[src/rtl/fft8_pkg.sv]
// Shared types and helpers for the 8-point FFT sequencing controller.
package fft8_pkg;

    localparam int N_PTS = 8;
    localparam int LOG2N = 3;

    typedef enum logic [1:0] {
        LOAD    = 2'd0,
        COMPUTE = 2'd1,
        UNLOAD  = 2'd2
    } state_t;

    typedef struct packed {
        logic       vld;
        logic [2:0] top;
        logic [2:0] bot;
    } wb_entry_t;

    function automatic logic [2:0] bitrev3(input logic [2:0] x);
        return {x[0], x[1], x[2]};
    endfunction

endpackage

[src/rtl/fft8_seq_ctrl_if.sv]
// Control bundle between the FFT sequencer (master) and the datapath/source/sink (slave).
// Handshakes: a transfer happens on a rising CLK edge where valid and ready are both high;
// valid never waits on ready, and the source holds its payload while valid is high and ready is low.
interface fft8_seq_ctrl_if;

    logic                 in_valid;
    logic                 in_ready;
    logic                 smp_wr_en;
    logic [2:0]           smp_wr_addr;
    logic                 bfly_issue;
    logic [2:0]           rd_addr_top;
    logic [2:0]           rd_addr_bot;
    logic [1:0]           tw_idx;
    logic                 wb_en;
    logic [2:0]           wb_addr_top;
    logic [2:0]           wb_addr_bot;
    logic                 bfly_scale;
    logic                 out_valid;
    logic                 out_ready;
    logic [2:0]           out_addr;
    logic                 busy;
    logic                 frame_done;
    fft8_pkg::state_t     dbg_state;

    modport master (
        input  in_valid, out_ready,
        output in_ready, smp_wr_en, smp_wr_addr, bfly_issue, rd_addr_top, rd_addr_bot,
               tw_idx, wb_en, wb_addr_top, wb_addr_bot, bfly_scale, out_valid, out_addr,
               busy, frame_done, dbg_state
    );

    modport slave (
        output in_valid, out_ready,
        input  in_ready, smp_wr_en, smp_wr_addr, bfly_issue, rd_addr_top, rd_addr_bot,
               tw_idx, wb_en, wb_addr_top, wb_addr_bot, bfly_scale, out_valid, out_addr,
               busy, frame_done, dbg_state
    );

endinterface

[src/rtl/fft8_addr_gen.sv]
// Radix-2 DIT butterfly address/twiddle map for 8 points: (stage, butterfly) -> (top, bot, k).
module fft8_addr_gen (
    input  logic [1:0] i_stage,
    input  logic [1:0] i_bfly,
    output logic [2:0] o_top,
    output logic [2:0] o_bot,
    output logic [1:0] o_tw_idx
);

    // Span doubles per stage; the twiddle exponent is the position within the span scaled to W8.
    always_comb begin
        o_top    = '0;
        o_bot    = '0;
        o_tw_idx = '0;
        case (i_stage)
            2'd0: begin
                o_top    = {i_bfly, 1'b0};
                o_bot    = {i_bfly, 1'b1};
                o_tw_idx = 2'd0;
            end
            2'd1: begin
                o_top    = {i_bfly[1], 1'b0, i_bfly[0]};
                o_bot    = {i_bfly[1], 1'b1, i_bfly[0]};
                o_tw_idx = {i_bfly[0], 1'b0};
            end
            2'd2: begin
                o_top    = {1'b0, i_bfly};
                o_bot    = {1'b1, i_bfly};
                o_tw_idx = i_bfly;
            end
            default: begin
                o_top    = '0;
                o_bot    = '0;
                o_tw_idx = '0;
            end
        endcase
    end

endmodule

[src/rtl/fft8_seq_ctrl.sv]
// Frame sequencer for the 8-point FFT: bit-reversed load, 12 butterflies, natural-order unload.
// FFT8_SEQ_CTRL_SCALE_EN: assert bfly_scale with every write-back (1/8 per frame); PIPE_LAT legal 1..7.
module fft8_seq_ctrl
    import fft8_pkg::*;
#(
    parameter int PIPE_LAT = 2
) (
    input  logic           CLK,
    input  logic           RST,
    fft8_seq_ctrl_if.master bus
);

    localparam logic [LOG2N-1:0] CNT_LAST = LOG2N'(N_PTS - 1);
    localparam logic [2:0]       GAP_INIT = 3'(PIPE_LAT);

    state_t            r_state;
    state_t            w_state_nxt;
    logic [LOG2N-1:0]  r_load_cnt;
    logic [LOG2N-1:0]  r_unload_cnt;
    logic [1:0]        r_stage;
    logic [1:0]        r_bfly;
    logic [2:0]        r_gap;
    logic              r_drain;
    wb_entry_t         r_pipe [PIPE_LAT];

    logic              w_load_acc;
    logic              w_unload_acc;
    logic              w_issue;
    logic [2:0]        w_top;
    logic [2:0]        w_bot;
    logic [1:0]        w_tw;
    logic [2:0]        w_rd_top;
    logic [2:0]        w_rd_bot;

    fft8_addr_gen u_addr_gen (
        .i_stage  (r_stage),
        .i_bfly   (r_bfly),
        .o_top    (w_top),
        .o_bot    (w_bot),
        .o_tw_idx (w_tw)
    );

    always_ff @(posedge CLK or posedge RST) begin
        if (RST) r_state <= LOAD;
        else     r_state <= w_state_nxt;
    end

    // in_ready is masked by RST so the port reads 0 while reset is held.
    always_comb begin
        w_state_nxt    = r_state;
        w_load_acc     = 1'b0;
        w_unload_acc   = 1'b0;
        w_issue        = 1'b0;
        bus.in_ready   = 1'b0;
        bus.out_valid  = 1'b0;
        bus.frame_done = 1'b0;
        case (r_state)
            LOAD: begin
                bus.in_ready = !RST;
                w_load_acc   = bus.in_valid && !RST;
                if (w_load_acc && r_load_cnt == CNT_LAST) w_state_nxt = COMPUTE;
            end
            COMPUTE: begin
                w_issue = (r_gap == 3'd0) && !r_drain;
                if (r_drain && r_gap == 3'd1) w_state_nxt = UNLOAD;
            end
            UNLOAD: begin
                bus.out_valid = 1'b1;
                w_unload_acc  = bus.out_ready;
                if (w_unload_acc && r_unload_cnt == CNT_LAST) begin
                    bus.frame_done = 1'b1;
                    w_state_nxt    = LOAD;
                end
            end
            default: w_state_nxt = LOAD;
        endcase
    end

    // r_gap idles the issue slot after each stage so the next stage reads written-back data.
    always_ff @(posedge CLK or posedge RST) begin
        if (RST) begin
            r_load_cnt   <= '0;
            r_unload_cnt <= '0;
            r_stage      <= '0;
            r_bfly       <= '0;
            r_gap        <= '0;
            r_drain      <= 1'b0;
        end else begin
            if (w_load_acc)   r_load_cnt   <= r_load_cnt + 1'b1;
            if (w_unload_acc) r_unload_cnt <= r_unload_cnt + 1'b1;
            if (w_issue) begin
                r_bfly <= r_bfly + 1'b1;
                if (r_bfly == 2'd3) begin
                    r_gap <= GAP_INIT;
                    if (r_stage == 2'd2) begin
                        r_drain <= 1'b1;
                        r_stage <= '0;
                    end else begin
                        r_stage <= r_stage + 1'b1;
                    end
                end
            end else if (r_gap != 3'd0) begin
                r_gap <= r_gap - 1'b1;
            end
            if (r_state == COMPUTE && w_state_nxt == UNLOAD) r_drain <= 1'b0;
        end
    end

    assign w_rd_top = w_issue ? w_top : '0;
    assign w_rd_bot = w_issue ? w_bot : '0;

    always_ff @(posedge CLK or posedge RST) begin
        if (RST) begin
            for (int i = 0; i < PIPE_LAT; i++) r_pipe[i] <= '0;
        end else begin
            r_pipe[0] <= '{vld: w_issue, top: w_rd_top, bot: w_rd_bot};
            for (int i = 1; i < PIPE_LAT; i++) r_pipe[i] <= r_pipe[i-1];
        end
    end

    assign bus.smp_wr_en   = w_load_acc;
    assign bus.smp_wr_addr = w_load_acc ? bitrev3(r_load_cnt) : '0;
    assign bus.bfly_issue  = w_issue;
    assign bus.rd_addr_top = w_rd_top;
    assign bus.rd_addr_bot = w_rd_bot;
    assign bus.tw_idx      = w_issue ? w_tw : '0;
    assign bus.wb_en       = r_pipe[PIPE_LAT-1].vld;
    assign bus.wb_addr_top = r_pipe[PIPE_LAT-1].top;
    assign bus.wb_addr_bot = r_pipe[PIPE_LAT-1].bot;
    assign bus.out_addr    = r_unload_cnt;
    assign bus.busy        = (r_state != LOAD) || (r_load_cnt != '0);
    assign bus.dbg_state   = r_state;

`ifdef FFT8_SEQ_CTRL_SCALE_EN
    assign bus.bfly_scale  = r_pipe[PIPE_LAT-1].vld;
`else
    assign bus.bfly_scale  = 1'b0;
`endif

endmodule

[src/flat_wrapper.sv]
// flat-port wrapper written by rule: the top's interface ports become plain ports
module fft8_seq_ctrl_flat import fft8_pkg::*;
#(
    parameter int PIPE_LAT = 2
)
  (CLK, RST, bus_in_valid, bus_out_ready, bus_in_ready, bus_smp_wr_en, bus_smp_wr_addr, bus_bfly_issue, bus_rd_addr_top, bus_rd_addr_bot, bus_tw_idx, bus_wb_en, bus_wb_addr_top, bus_wb_addr_bot, bus_bfly_scale, bus_out_valid, bus_out_addr, bus_busy, bus_frame_done, bus_dbg_state);
  fft8_seq_ctrl_if bus_i ();
  input  logic CLK;
  input  logic RST;
  input wire logic [$bits(bus_i.in_valid)-1:0] bus_in_valid;
  input wire logic [$bits(bus_i.out_ready)-1:0] bus_out_ready;
  output wire logic [$bits(bus_i.in_ready)-1:0] bus_in_ready;
  output wire logic [$bits(bus_i.smp_wr_en)-1:0] bus_smp_wr_en;
  output wire logic [$bits(bus_i.smp_wr_addr)-1:0] bus_smp_wr_addr;
  output wire logic [$bits(bus_i.bfly_issue)-1:0] bus_bfly_issue;
  output wire logic [$bits(bus_i.rd_addr_top)-1:0] bus_rd_addr_top;
  output wire logic [$bits(bus_i.rd_addr_bot)-1:0] bus_rd_addr_bot;
  output wire logic [$bits(bus_i.tw_idx)-1:0] bus_tw_idx;
  output wire logic [$bits(bus_i.wb_en)-1:0] bus_wb_en;
  output wire logic [$bits(bus_i.wb_addr_top)-1:0] bus_wb_addr_top;
  output wire logic [$bits(bus_i.wb_addr_bot)-1:0] bus_wb_addr_bot;
  output wire logic [$bits(bus_i.bfly_scale)-1:0] bus_bfly_scale;
  output wire logic [$bits(bus_i.out_valid)-1:0] bus_out_valid;
  output wire logic [$bits(bus_i.out_addr)-1:0] bus_out_addr;
  output wire logic [$bits(bus_i.busy)-1:0] bus_busy;
  output wire logic [$bits(bus_i.frame_done)-1:0] bus_frame_done;
  output wire logic [$bits(bus_i.dbg_state)-1:0] bus_dbg_state;
  assign bus_i.in_valid = bus_in_valid;
  assign bus_i.out_ready = bus_out_ready;
  assign bus_in_ready = bus_i.in_ready;
  assign bus_smp_wr_en = bus_i.smp_wr_en;
  assign bus_smp_wr_addr = bus_i.smp_wr_addr;
  assign bus_bfly_issue = bus_i.bfly_issue;
  assign bus_rd_addr_top = bus_i.rd_addr_top;
  assign bus_rd_addr_bot = bus_i.rd_addr_bot;
  assign bus_tw_idx = bus_i.tw_idx;
  assign bus_wb_en = bus_i.wb_en;
  assign bus_wb_addr_top = bus_i.wb_addr_top;
  assign bus_wb_addr_bot = bus_i.wb_addr_bot;
  assign bus_bfly_scale = bus_i.bfly_scale;
  assign bus_out_valid = bus_i.out_valid;
  assign bus_out_addr = bus_i.out_addr;
  assign bus_busy = bus_i.busy;
  assign bus_frame_done = bus_i.frame_done;
  assign bus_dbg_state = bus_i.dbg_state;
  fft8_seq_ctrl #(.PIPE_LAT(PIPE_LAT)) u_core (.CLK(CLK), .RST(RST), .bus(bus_i));
endmodule
[config.mk]
export PLATFORM = sky130hd
export DESIGN_NAME = fft8_seq_ctrl_flat
export DESIGN_NICKNAME = d
export VERILOG_FILES = /design/src/rtl/fft8_pkg.sv /design/src/rtl/fft8_seq_ctrl_if.sv /design/src/rtl/fft8_addr_gen.sv /design/src/rtl/fft8_seq_ctrl.sv /design/src/flat_wrapper.sv
export SDC_FILE = /design/constraint.sdc
export NUM_CORES = 1
export LEC_CHECK = 0
export CORE_MARGIN = 5
export CORE_UTILIZATION = 40
export DETAILED_ROUTE_END_ITERATION = 7
export GPL_ROUTABILITY_DRIVEN = 0
export PLACE_DENSITY = 0.67
export RECOVER_POWER = 25
export SKIP_CTS_REPAIR_TIMING = 1
export SKIP_LAST_GASP = 1
export SYNTH_ARGS = -nofsm -noshare
export SYNTH_HDL_FRONTEND = slang
export SYNTH_SLANG_ARGS = --single-unit
[constraint.sdc]
create_clock -name CLK -period 2.14 [get_ports CLK]
set_clock_uncertainty 0.15 [all_clocks]
set_input_delay 0.321 -clock CLK [delete_from_list [all_inputs] [get_ports CLK]]
set_output_delay 0.321 -clock CLK [all_outputs]
set_load 0.005 [all_outputs]
---- Yosys cells after proc, flatten, opt, wreduce, memory -nomap -nowiden ----
Index checks and enable logic that the tools add are counted.
storage, ports and cells
  ROM bits ................................ 0
  memory bits (writable) .................. 0
  latch bits .............................. 0
  memories ................................ 0
  register bits ........................... 30
operators by class
  add/sub/neg operators ................... 5
  mux-type cells .......................... 26
  shift-type cells ........................ 0
  divide/modulo/power cells ............... 0
  reductions and logical operators ........ 22
  magnitude comparators ................... 0
  bitwise gates (word level) .............. 0
  equality and inequality tests ........... 10
  multiply operators ...................... 0
operators with widths
  kind                                                                   count
  3-bit two-way mux                                                      6
  3-bit one-hot mux with 3 select lines                                  2
  1-bit two-way mux                                                      11
  2-bit two-way mux                                                      5
  2-bit nonzero test                                                     5
  2-bit equality test, second input constant                             4
  3-bit by 1-bit adder with 3-bit output, second input constant          2
  3-bit equality test, second input constant                             2
  1-bit logical AND                                                      6
  2-bit one-hot mux with 3 select lines                                  1
  3-bit nonzero test                                                     2
  2-bit by 1-bit adder with 2-bit output, second input constant          2
  2-bit by 1-bit equality test with 1-bit output, second input constant  2
  2-bit logical NOT                                                      2
  2-bit one-hot mux with 2 select lines                                  1
  2-bit AND reduction                                                    2
  3-bit by 1-bit equality test with 1-bit output, second input constant  1
  3-bit logical NOT                                                      1
  3-bit AND reduction                                                    1
  3-bit by 1-bit subtractor with 3-bit output, second input constant     1
  1-bit logical NOT                                                      2
  2-bit != test, second input constant                                   1
  1-bit logical OR                                                       1

---- Longest topological paths before layout ----
Gate-level depths: netlist of the first run.
  depth after elaboration ................. 9
  mapped depth ............................ 7

---- By module ----
From an unflattened synthesis of the first run, not the netlist that was laid out.
unflattened totals
  cell total of the unflattened synthesis .. 124
  area total of the unflattened synthesis .. 1476.4 um^2
by module, submodules not included
  module         instances  cells each  area an instance (um^2)
  fft8_seq_ctrl  1          103         1336.3
  fft8_addr_gen  1          21          140.1

---- Least setup slack after synthesis of the first run ----
Ideal clock, no wire load.
  kind .................................... reg-to-output
  start point ............................. register u_core.r_gap[0]
  end point ............................... output port bus_rd_addr_top[2]
  arrival time ............................ 1525 ps
  cell stages (with the launch flop) ...... 8
  buffers on the path ..................... 1
  slack ................................... 144 ps
  cells stage by stage .................... dfrtp_1 > inv_1 > ha_1 > ha_1 > and4bb_1 > buf_4 > nand2b_1 > a211oi_1
between the ends
  longest elaborated chain between the ends .. 4
RTL lines
  element                 line                  source
  start, declared         fft8_seq_ctrl.sv:22   logic [2:0] r_gap;
  start signal, assigned  fft8_seq_ctrl.sv:103  r_gap <= r_gap - 1'b1;
  3-bit logical NOT       fft8_seq_ctrl.sv:64   w_issue = (r_gap == 3'd0) && !r_drain;
  1-bit logical AND       fft8_seq_ctrl.sv:64
  1-bit two-way mux       fft8_seq_ctrl.sv:57   case (r_state)
  net bus_bfly_issue      flat_wrapper.sv:15    output wire logic [$bits(bus_i.bfly_issue)-1:0] bus_bfly_issue;
  3-bit two-way mux       fft8_seq_ctrl.sv:109  assign w_rd_top = w_issue ? w_top : '0;
  end, declared           flat_wrapper.sv:16    output wire logic [$bits(bus_i.rd_addr_top)-1:0] bus_rd_addr_top;
The timed path passes the listed nets, and every way through them passes these cells.

---- Worst setup path in the final report of the first run ----
  start point ............................. register u_core.r_gap[0]
  end point ............................... output port bus_rd_addr_bot[0]
between the ends
  longest elaborated chain between the ends .. 4
RTL lines
  element            line                  source
  3-bit logical NOT  fft8_seq_ctrl.sv:64
  1-bit logical AND  fft8_seq_ctrl.sv:64
  1-bit two-way mux  fft8_seq_ctrl.sv:57
  3-bit two-way mux  fft8_seq_ctrl.sv:110  assign w_rd_bot = w_issue ? w_bot : '0;
  end, declared      flat_wrapper.sv:17    output wire logic [$bits(bus_i.rd_addr_bot)-1:0] bus_rd_addr_bot;
No other way between the ends.

==> impl_results.md, run 1 <==
* Status: finished, violations left
* Failing checks: setup timing
* Warnings from Yosys at 0
* DP HPWL at 1969 microns
* CTS clock-pin slew for the worst setup and hold paths at around 90 ps
* Overall Global Routing Usage at 0.1157
* Clock Sinks at 30
* Synth Instances at about 120
* Seq/Total Area, Yosys at 0.5381
* Starting DRT DRC Count at 29
* Layout Cell Area excl Fill at roughly 0.0021 sq mm
* Synthesized area at between 0.001 and 0.0015 sq mm
* Cell family with most CP delay: buffers and inverters
* Vias/cell at 4.593
* Hold Path Class: register to register
* Setup ws final at -208.4 ps
* CP dominant cell by count: ha_4
* Synth Register Bits at 30
* Num CTS Buffers at 5
* Vias in the first global route at ~950
* Worst slew pin tran at 710.3 ps
* Fin crit period at 2348 ps
* Die Area at 0.004769 sq mm
* Total core area at 0.003363 sq mm
* Psw at ~0.00074 W
* VDD IR max at ~0.54 mV
* DRT Pass-1 Iters at 2
* Delay of the slowest critical-path stage at approximately 400 ps
* Asr flop ratio synth at 1.000
* Crit. Startpoint: u_core.r_gap[0]
* Utilization after layout at 0.6261
* CP cell instances: inv_2, ha_4, ha_4, and4bb_1, buf_6, nand2b_4, buf_8, a21oi_4, buf_2
* Final WL at ~2900 microns
* Seq pwr share at 0.380
* Post-route ant nets at 0
* Int Pwr at roughly 0.0014 W
* Post-Syn Nets at between 100 and 150
* Clock Power Share at 0.146
* IO buf count at 32
* Clk buf depth at 2
* WP buf/inv at 4
* Worst-skew pair later-pin latency at approximately 330 ps
* R2R Path Start: u_core.r_gap[0]
* Max-cap violations at 0
* Cell Pwr Density at between 1000 and 1500 mW/mm^2
* Tcrit/Tclk final at 1.097
* Setup violations, final at 9
* Total power at between 0.002 and 0.0025 W
* Initial antenna violation count at 0
* RSZ-0062 raised after global routing: true
* Hold_ws at between 200 and 250 ps
* Remaining Overflow, GRT at 0
* Post-synth EDFFs at 0
* Setup CP Type: register to output pin
* Root Driver: clkbuf_4
* Hold path start: u_core.r_pipe[7]
* Largest net degree at the start of global routing at 31
* Net Sw Frac at 0.3506
* ANT cells at 0
* Combinational Power Share at 0.474
* CP Capture Type: output pin
* Post-DP Area at between 0.0015 and 0.002 sq mm
* Row count at 21
* Lkg Pwr at ~1.2 nW
* Die height at ~69 microns
* Total Nets Final at about 190
* Post-Place Worst Slack at -218.3 ps
* DR DRC count at 0
* Fmax at roughly 430 MHz
* Initial Utilization at 0.4148
* Share of cells above drive strength 1 at 0.3600
* Die Wd at between 60 and 70 microns
* Top FF cell, synth: dfrtp_1
* Avg Synthesized Cell Area at 12.03 sq um
* Setup crit start kind: register
* Routed len/inst at between 10 and 15 microns
* Final Slew Violations at 0
* First-pass GRT wire length at between 4000 and 5000 microns
* Cell variety after synth at 32
* Routed vias at between 1,000 and 1,500
* H-tree depth at 2
* Slew margin rel. at 0.5265
* Final hold vios at 0
* # IOs at 34
* Crit path required time at ~1700 ps
* Syn-to-layout area delta at 50.94%
* Crit path arrival time at between 1500 and 2000 ps
* Crit path max fanout at 4
* CTS tree: built
* Slowest stage cell on the critical path: dfrtp_1
==> Yosys cell counts, types with 2 or more instances <==
cell type  count  area share
dfrtp_1       30        0.54
ha_1          14        0.13
inv_1         12       0.032
buf_4          9       0.048
and3_1         5       0.022
nor2_1         5       0.013
mux2_1         4       0.032
mux2i_1        4       0.029
nand2_1        3      0.0081
nand2b_1       3       0.013
o21ai_1        3       0.011
a21oi_1        2      0.0072
and2_1         2      0.0090
xnor2_1        2       0.013
==> final cells by class <==
class | count | area (sq um)
clock inverters | 2 | 10.01
multi-input cells | 65 | 640.6
well taps | 46 | 57.56
fillers | 257 | 1257
clock buffers | 5 | 37.54
flip-flops and latches | 30 | 750.7
repair buffers | 61 | 564.3
inverters | 12 | 45.04
==> flip-flops by register name, summed over array words and instances, names as in the netlist <==
| register | flops |
|---|---|
| u_core.r_load_cnt | 3 |
| u_core.r_drain | 1 |
| u_core.bus.dbg_state | 2 |
| u_core.r_bfly | 2 |
| u_core.r_stage | 2 |
| u_core.r_gap | 3 |
| u_core.r_pipe | 7 |
| u_core.bus.wb_addr_bot | 3 |
| u_core.bus.wb_addr_top | 3 |
| u_core.bus.out_addr | 3 |
| u_core.bus.wb_en | 1 |
==> layout by cell type (no fill, tap or decap), drive strengths merged <==
cell type,Yosys,layout
inv,12,12
and4bb,1,1
o21ai,4,4
dlymetal6s2s,0,7
clkinv,0,2
dfrtp,30,30
mux2i,4,4
nor2,5,5
and2,2,2
nand2,4,4
a21oi,2,2
nand2b,3,3
ha,14,14
nor3,2,2
nand3b,1,1
nand3,1,1
a31o,1,1
nor2b,1,1
mux2,4,4
dlygate4sd3,0,1
clkdlybuf4s50,0,16
clkbuf,0,8
or4b,1,1
a32o,1,1
a21o,1,1
conb,1,1
a22o,1,1
xnor2,2,2
a211oi,1,1
a31oi,1,1
and3,5,5
xor2,1,1
buf,9,34
a22oi,1,1
==> power groups by stage <==
stage | sequential, W | combinational, W | clock, W
CTS | 0.000794 | 0.000765 | 0.000312
global placement | 0.000798 | 0.000734 | 0
floorplan | 0.000801 | 0.000412 | 0
finish | 0.000803 | 0.00100 | 0.000309
detailed placement | 0.000805 | 0.000760 | 0
global route | 0.000820 | 0.00111 | 0.000341
==> worst reg2reg max path, stage by stage, from the launching register on <==
cell and delay [ps]:
dfrtp_1 380, inv_2 50, ha_4 160, ha_4 150, and4bb_1 220, buf_6 150, buf_4 130, nand2_2 90
mux2_1 320
==> kinds of logic (layout without fill, tap and decap cells) <==
kind of cell               count (synthesis)  count (layout)  share of synthesized area
muxes                                      8               8                    0.06099
and+or+nand+nor                           26              26                     0.1112
xor gates and xnor gates                   3               3                    0.01884
other                                      1               1                   0.002688
buffers and inverters                     21              80                    0.08071
DFF                                       30              30                     0.5381
AOI/OAI and AO/OA                         13              13                    0.06189
adders and majority gates                 14              14                     0.1256
==> worst paths after layout <==
kind	endpoint	slack, ps	cells past startpoint
worst max-delay path	bus_rd_addr_bot[0]	-210	9
max in group asynchronous	u_core.r_pipe[13]	850	3
worst max register to register	u_core.r_stage[0]	240	8
worst min register to register	u_core.bus.wb_addr_bot[0]	210	0
worst min-delay path	u_core.bus.wb_addr_bot[0]	210	0
min in group asynchronous	u_core.r_stage[0]	540	3
==> layer usage <==
layer	vias to the layer above	GRT usage	wire length, microns
li1	497	-	-
met1	495	0.1422	1250
met2	18	0.1822	1449
met3	5	0.03634	115
met4	0	0.05857	39
met5	-	0	0
==> per-stage QoR <==
stage	instances	setup TNS (ps)
3_5_place_dp	200	-1469
2_1_floorplan	116	0
6_report	221	-1157
5_1_grt	221	-1833
3_3_place_gp	200	-902.9
4_1_cts	207	-5889
(Power assumes the default switching activity.)
==> run 2: changes to the inputs <==
--- a/config.mk
+++ b/config.mk
@@ -9,7 +9,7 @@
 export CORE_UTILIZATION = 40
 export DETAILED_ROUTE_END_ITERATION = 7
 export GPL_ROUTABILITY_DRIVEN = 0
-export PLACE_DENSITY = 0.67
+export PLACE_DENSITY_LB_ADDON = 0.08
 export RECOVER_POWER = 25
 export SKIP_CTS_REPAIR_TIMING = 1
 export SKIP_LAST_GASP = 1
==> run 2 against run 1 <==
Against the previous run: the flow still finishes with violations (setup timing); via count up 3.2%; sequential power increased by 0.6%; core utilization rose by 2.3 points; cell area rose by 3.6%; critical path depth down 1; first-iteration DRC count grew 66%; worst setup slack gained 33 ps; critical endpoint is now bus_tw_idx[0]; largest power group unchanged.
==> impl_results.md, run 2 (synthesized netlist as in run 1, its figures left out) <==
* Num CTS Buffers at 5 (unchanged)
* Reg2Reg Setup Slack at 110 ps (was 240 ps)
* Final Slew Violations at 0 (unchanged)
* GR Layer Usage met3 at 0.04215 (was 0.03634)
* Final WL at 2974 microns (was 2856 microns)
* Delay of the slowest critical-path stage at 390 ps (was 400 ps)
* Fmax at 432.0 MHz (was 425.8 MHz)
* Overall Global Routing Usage at 0.1205 (was 0.1157)
* Setup CP Type: register to output pin (unchanged)
* Biggest register: u_core.r_pipe (unchanged)
* Clk buf depth at 2 (unchanged)
* Post-DP Area at 0.001841 sq mm (was 0.001818 sq mm)
* Die Area at 0.004769 sq mm (unchanged)
* Starting DRT DRC Count at 48 (was 29)
* Met1 usage in global routing at 0.1500 (was 0.1422)
* Reg2Reg Depth at 9 (was 8)
* Total core area at 0.003363 sq mm (unchanged)
* Failing checks: setup timing (unchanged)
* CP dominant cell by count: buf_6 (was ha_4)
* Lkg Pwr at 1.195 nW (was 1.158 nW)
* Vias in the first global route at 953 (was 949)
* CP Capture Type: output pin (unchanged)
* Post-Place Worst Slack at -299.2 ps (was -218.3 ps)
* FILL cells at 272 (was 257)
* Post-route ant nets at 0 (unchanged)
* Fin crit period at 2315 ps (was 2348 ps)
* Final hold vios at 0 (unchanged)
* Crit path arrival time at 1840 ps (was 1880 ps)
* Die height at 69.06 microns (unchanged)
* Commonest cells after routing, fill and taps aside: dfrtp_1 (30), buf_4 (24), clkdlybuf4s50_1 (15) (was dfrtp_1 (30), buf_4 (22), clkdlybuf4s50_1 (16))
* Total Nets Final at 196 (was 193)
* ANT cells at 0 (unchanged)
* Hold Path Class: register to register (unchanged)
* CP cell instances: inv_2, ha_4, ha_4, and4bb_2, buf_6, buf_6, and3_4, buf_6 (was inv_2, ha_4, ha_4, and4bb_1, buf_6, nand2b_4, buf_8, a21oi_4, buf_2)
* Remaining Overflow, GRT at 0 (unchanged)
* Setup crit start kind: register (unchanged)
* Most common cell after layout, fill and taps aside: dfrtp_1 (unchanged)
* Slowest stage cell on the critical path: dfrtp_1 (unchanged)
* Setup TNS at -1020 ps (was -1157 ps)
* IO buf count at 32 (unchanged)
* R2R Path Start: u_core.r_gap[0] (unchanged)
* CTS clock-pin slew for the worst setup and hold paths at 90 ps (about the same)
* Max reg flops at 7 (unchanged)
* Crit path max fanout at 4 (unchanged)
* Clock Sinks at 30 (unchanged)
* Hold Path End: u_core.bus.wb_en (was u_core.bus.wb_addr_bot[0])
* CTS tree: built (unchanged)
* DP HPWL at 1989 microns (was 1969 microns)
* Largest net degree at the start of global routing at 31 (unchanged)
* # IOs at 34 (unchanged)
* Initial antenna violation count at 0 (unchanged)
* RSZ-0062 raised after global routing: true (unchanged)
* Status: finished, violations left (unchanged)
* Met2 usage at 0.1822 (unchanged)
* Layout Cell Area excl Fill at 0.002182 sq mm (was 0.002106 sq mm)
* DR DRC count at 0 (unchanged)
* First-pass GRT wire length at 4498 microns (was 4491 microns)
* Slew margin rel. at 0.5272 (was 0.5265)
* Tcrit/Tclk final at 1.082 (was 1.097)
* Initial Utilization at 0.4148 (unchanged)
* DRT Pass-1 Iters at 4 (was 2)
* Setup violations, final at 9 (unchanged)
* Root Driver: clkbuf_4 (unchanged)
* Row count at 21 (unchanged)
* Vias/cell at 4.653 (was 4.593)
* Max-cap violations at 0 (unchanged)
* Hold path start: u_core.r_pipe[13] (was u_core.r_pipe[7])
* Setup ws final at -175.0 ps (was -208.4 ps)
* Share of cells above drive strength 1 at 0.3855 (was 0.3600)
* Worst-skew pair later-pin latency at 330 ps (about the same)
* Syn-to-layout area delta at 56.41% (was 50.94%)
* VDD IR max at 0.8346 mV (was 0.5368 mV)
* H-tree depth at 2 (unchanged)
* Routed vias at 1,047 (was 1,015)
* Cell Pwr Density at 1112 mW/mm^2 (was 1005 mW/mm^2)
* Die Wd at 69.06 microns (unchanged)
* Reg2reg end: u_core.r_stage[0] (unchanged)
* Gr busiest metal: met2 (unchanged)
* Routed len/inst at 13.22 microns (was 12.92 microns)
* Utilization after layout at 0.6488 (was 0.6261)
* Hold_ws at 204.4 ps (was 208.0 ps)
* Crit path required time at 1670 ps (about the same)
* Worst hold stages at 0 (unchanged)
* Worst slew pin tran at 709.2 ps (was 710.3 ps)
## run 2: cell count changes in the layout (fill, tap and decap cells not counted), moves of 2 or more
cell | previous run | this run
clkbuf_2 | 3 | 6
buf_4 | 22 | 24
bufinv_16 | 0 | 2
clkinv_2 | 2 | 0
## run 2: worst max path at each step
stage	from	cells after the start	end	slack [ps]
floorplan	u_core.r_gap[0]	7	bus_rd_addr_top[2]	140
global placement	u_core.r_gap[0]	7	bus_rd_addr_top[2]	-190
detailed placement	u_core.r_gap[1]	7	bus_rd_addr_top[2]	-300
CTS	u_core.r_gap[1]	7	bus_rd_addr_top[2]	-680
global route	u_core.r_gap[1]	8	bus_tw_idx[0]	-250
finish	u_core.r_gap[1]	8	bus_tw_idx[0]	-180
## run 2: metal layers
layer	part of all wire	wire length [microns]
met3	0.038	112
met2	0.49	1472
met5	0	0
met4	0.024	71
met1	0.44	1317
## run 2: power by group
part | switching [W] | internal (W)
Clock | 0.000200 | 0.000396
Sequential | 0.000101 | 0.000706
Combinational | 0.000463 | 0.000559
## run 2: per-stage QoR
step / total power, W / cells
after floorplan: 0.001213 / 116
after global placement: 0.001566 / 203
after detailed placement: 0.001585 / 203
after CTS: 0.002191 / 211
after global routing: 0.002607 / 225
final: 0.002426 / 225
## run 2: final cells by class
cell class	instances	area, sq um	area share
inverters	12	45.04	0.02064
clock buffers	6	51.30	0.02351
repair buffers	64	575.6	0.2638
well taps	46	57.56	0.02638
flip-flops and latches	30	750.7	0.3440
multi-input cells	65	641.9	0.2942
clock inverters	2	60.06	0.02752
## run 2: worst max-delay path, delay by kind of cell, from the launching register on
family | cells | cell delay (ps)
AND/OR/NAND/NOR | 2 | 470
adder cells (fa/ha/maj) | 2 | 260
flip-flops | 1 | 390
buffers and inverters | 4 | 390
==> run 3: changes to the inputs <==
--- a/config.mk
+++ b/config.mk
@@ -5,6 +5,7 @@
 export SDC_FILE = /design/constraint.sdc
 export NUM_CORES = 1
 export LEC_CHECK = 0
+export CORE_ASPECT_RATIO = 0.75
 export CORE_MARGIN = 5
 export CORE_UTILIZATION = 40
 export DETAILED_ROUTE_END_ITERATION = 7
==> run 3 against run 2 <==
Against the previous run: the flow still finishes with violations (setup timing); critical path depth is 3 lower; critical endpoint is now bus_rd_addr_bot[0]; cell area is 3.1% lower; largest cell class unchanged; combinational power is 7% lower; sequential cell count stayed put.
==> impl_results.md, run 3 (synthesized netlist as in run 1, its figures left out) <==
* CP cell instances: inv_1, ha_1, o21ai_0, a21oi_4, clkbuf_2 (was inv_2, ha_4, ha_4, and4bb_2, buf_6, buf_6, and3_4, buf_6)
* Setup ws final at -149.4 ps (was -175.0 ps)
* Largest net degree at the start of global routing at 31 (unchanged)
* DRT Pass-1 Iters at 4 (unchanged)
* Die height at 61.15 microns (was 69.06 microns)
* Delay of the slowest critical-path stage at 500 ps (was 390 ps)
* Reg area at 750.7 sq um (unchanged)
* Final WL at 2948 microns (was 2974 microns)
* Total power at 0.002463 W (was 0.002426 W)
* Post-Place Worst Slack at -231.7 ps (was -299.2 ps)
* Crit path required time at 1670 ps (about the same)
* First-pass GRT wire length at 4533 microns (was 4498 microns)
* Total core area at 0.003333 sq mm (was 0.003363 sq mm)
* IO buf count at 32 (unchanged)
* Post-DP Area at 0.001810 sq mm (was 0.001841 sq mm)
* Syn-to-layout area delta at 51.57% (was 56.41%)
* Max reg flops at 7 (unchanged)
* Clk buf depth at 2 (unchanged)
* Remaining Overflow, GRT at 0 (unchanged)
* FILL cells at 277 (was 272)
* Initial Utilization at 0.4185 (was 0.4148)
* Cell Pwr Density at 1165 mW/mm^2 (was 1112 mW/mm^2)
* Starting DRT DRC Count at 43 (was 48)
* Num CTS Buffers at 5 (unchanged)
* CTS tree: built (unchanged)
* GR Layer Usage met3 at 0.05117 (was 0.04215)
* Layout Cell Area excl Fill at 0.002115 sq mm (was 0.002182 sq mm)
* Setup crit start kind: register (unchanged)
* Final Slew Violations at 0 (unchanged)
* Setup violations, final at 7 (was 9)
* Crit path arrival time at 1820 ps (was 1840 ps)
* Die Area at 0.004781 sq mm (was 0.004769 sq mm)
* # IOs at 34 (unchanged)
* Worst-skew pair later-pin latency at 280 ps (was 330 ps)
* Slew margin rel. at 0.5168 (was 0.5272)
* DR DRC count at 0 (unchanged)
* Root Driver: clkbuf_8 (was clkbuf_4)
* Routed len/inst at 13.65 microns (was 13.22 microns)
* Most common cell after layout, fill and taps aside: dfrtp_1 (unchanged)
* Worst slew pin tran at 724.7 ps (was 709.2 ps)
* CP Capture Type: output pin (unchanged)
* Routed vias at 1,004 (was 1,047)
* Vias/cell at 4.648 (was 4.653)
* Crit path max fanout at 5 (was 4)
* Commonest cells after routing, fill and taps aside: dfrtp_1 (30), buf_4 (24), clkdlybuf4s50_1 (16) (was dfrtp_1 (30), buf_4 (24), clkdlybuf4s50_1 (15))
* Tcrit/Tclk final at 1.070 (was 1.082)
* Met2 usage at 0.1963 (was 0.1822)
* Failing checks: setup timing (unchanged)
* H-tree depth at 2 (unchanged)
* Setup CP Type: register to output pin (unchanged)
* Initial antenna violation count at 0 (unchanged)
* Share of cells above drive strength 1 at 0.3295 (was 0.3855)
* Vias in the first global route at 954 (was 953)
* Die Wd at 78.20 microns (was 69.06 microns)
* Gr busiest metal: met2 (unchanged)
* Biggest register: u_core.r_pipe (unchanged)
* Row count at 18 (was 21)
* DP HPWL at 1988 microns (was 1989 microns)
* Overall Global Routing Usage at 0.1250 (was 0.1205)
* Fmax at 436.8 MHz (was 432.0 MHz)
* Final hold vios at 0 (unchanged)
* VDD IR max at 0.7429 mV (was 0.8346 mV)
* RSZ-0062 raised after global routing: true (unchanged)
* Slowest stage cell on the critical path: o21ai_0 (was dfrtp_1)
* Met1 usage in global routing at 0.1590 (was 0.1500)
* Lkg Pwr at 1.179 nW (was 1.195 nW)
* Cell family with most CP delay: compound AO/OA/AOI/OAI gates (was simple AND/OR/NAND/NOR gates)
* WP buf/inv at 2 (was 4)
* Fin crit period at 2289 ps (was 2315 ps)
* Status: finished, violations left (unchanged)
* Total Nets Final at 193 (was 196)
* Footprint of the multi-input gates at 593.1 sq um (was 641.9 sq um)
* Hold Path Class: register to register (unchanged)
* Max-cap violations at 0 (unchanged)
* CTS clock-pin slew for the worst setup and hold paths at 60 ps (was 90 ps)
* Post-route ant nets at 0 (unchanged)
* ANT cells at 0 (unchanged)
* Clock Sinks at 30 (unchanged)
## run 3: changes by cell type in the layout (fill, tap and decap cells not counted), moves of 2 or more
cell / before / now
inv_2: 2 / 0
clkbuf_4: 5 / 0
buf_2: 1 / 3
buf_6: 10 / 6
inv_1: 10 / 12
clkbuf_8: 1 / 6
## run 3: through the flow
step / instances / TNS [ps] / hold slack (ps) / util
CTS: 202 / -4794 / 200.5 / 0.5860
floorplan: 116 / 0 / 181.2 / -
global placement: 194 / -1006 / 182.3 / 0.5432
global route: 216 / -1366 / 209.9 / 0.6344
detailed placement: 194 / -1259 / 185.5 / 0.5432
finish: 216 / -562.2 / 198.6 / 0.6344
## run 3: path summary, 6_finish.rpt
kind | start | to | slack, ps | cells past startpoint
worst min register to register | u_core.r_pipe[10] | u_core.bus.wb_addr_top[0] | 200 | 0
worst min-delay path | u_core.r_pipe[10] | u_core.bus.wb_addr_top[0] | 200 | 0
min in group asynchronous | RST | u_core.bus.wb_addr_bot[2] | 300 | 3
worst max register to register | u_core.r_gap[0] | u_core.r_stage[0] | 10 | 10
worst max-delay path | u_core.r_stage[0] | bus_rd_addr_bot[0] | -150 | 5
max in group asynchronous | RST | u_core.r_stage[1] | 1080 | 3
## run 3: power breakdown
group          internal [W]  total [W]  switching (W)
Combinational      0.000525   0.000946       0.000421
Clock              0.000496   0.000711       0.000214
Sequential         0.000708   0.000807      0.0000987
Total               0.00173    0.00246       0.000734
## run 3: layout make-up
type / instances / area share
clock buffer: 6 / 0.03905
sequential: 30 / 0.3550
timing repair buffer: 61 / 0.2521
multi-input combinational: 65 / 0.2805
tap: 40 / 0.02367
inverter: 12 / 0.02130
clock inverter: 2 / 0.02840
## run 3: layer usage
metal,share of wire,up-vias
met2,0.49,22
met5,0,-
met4,0.010,0
met1,0.44,481
met3,0.057,4
li1,-,497
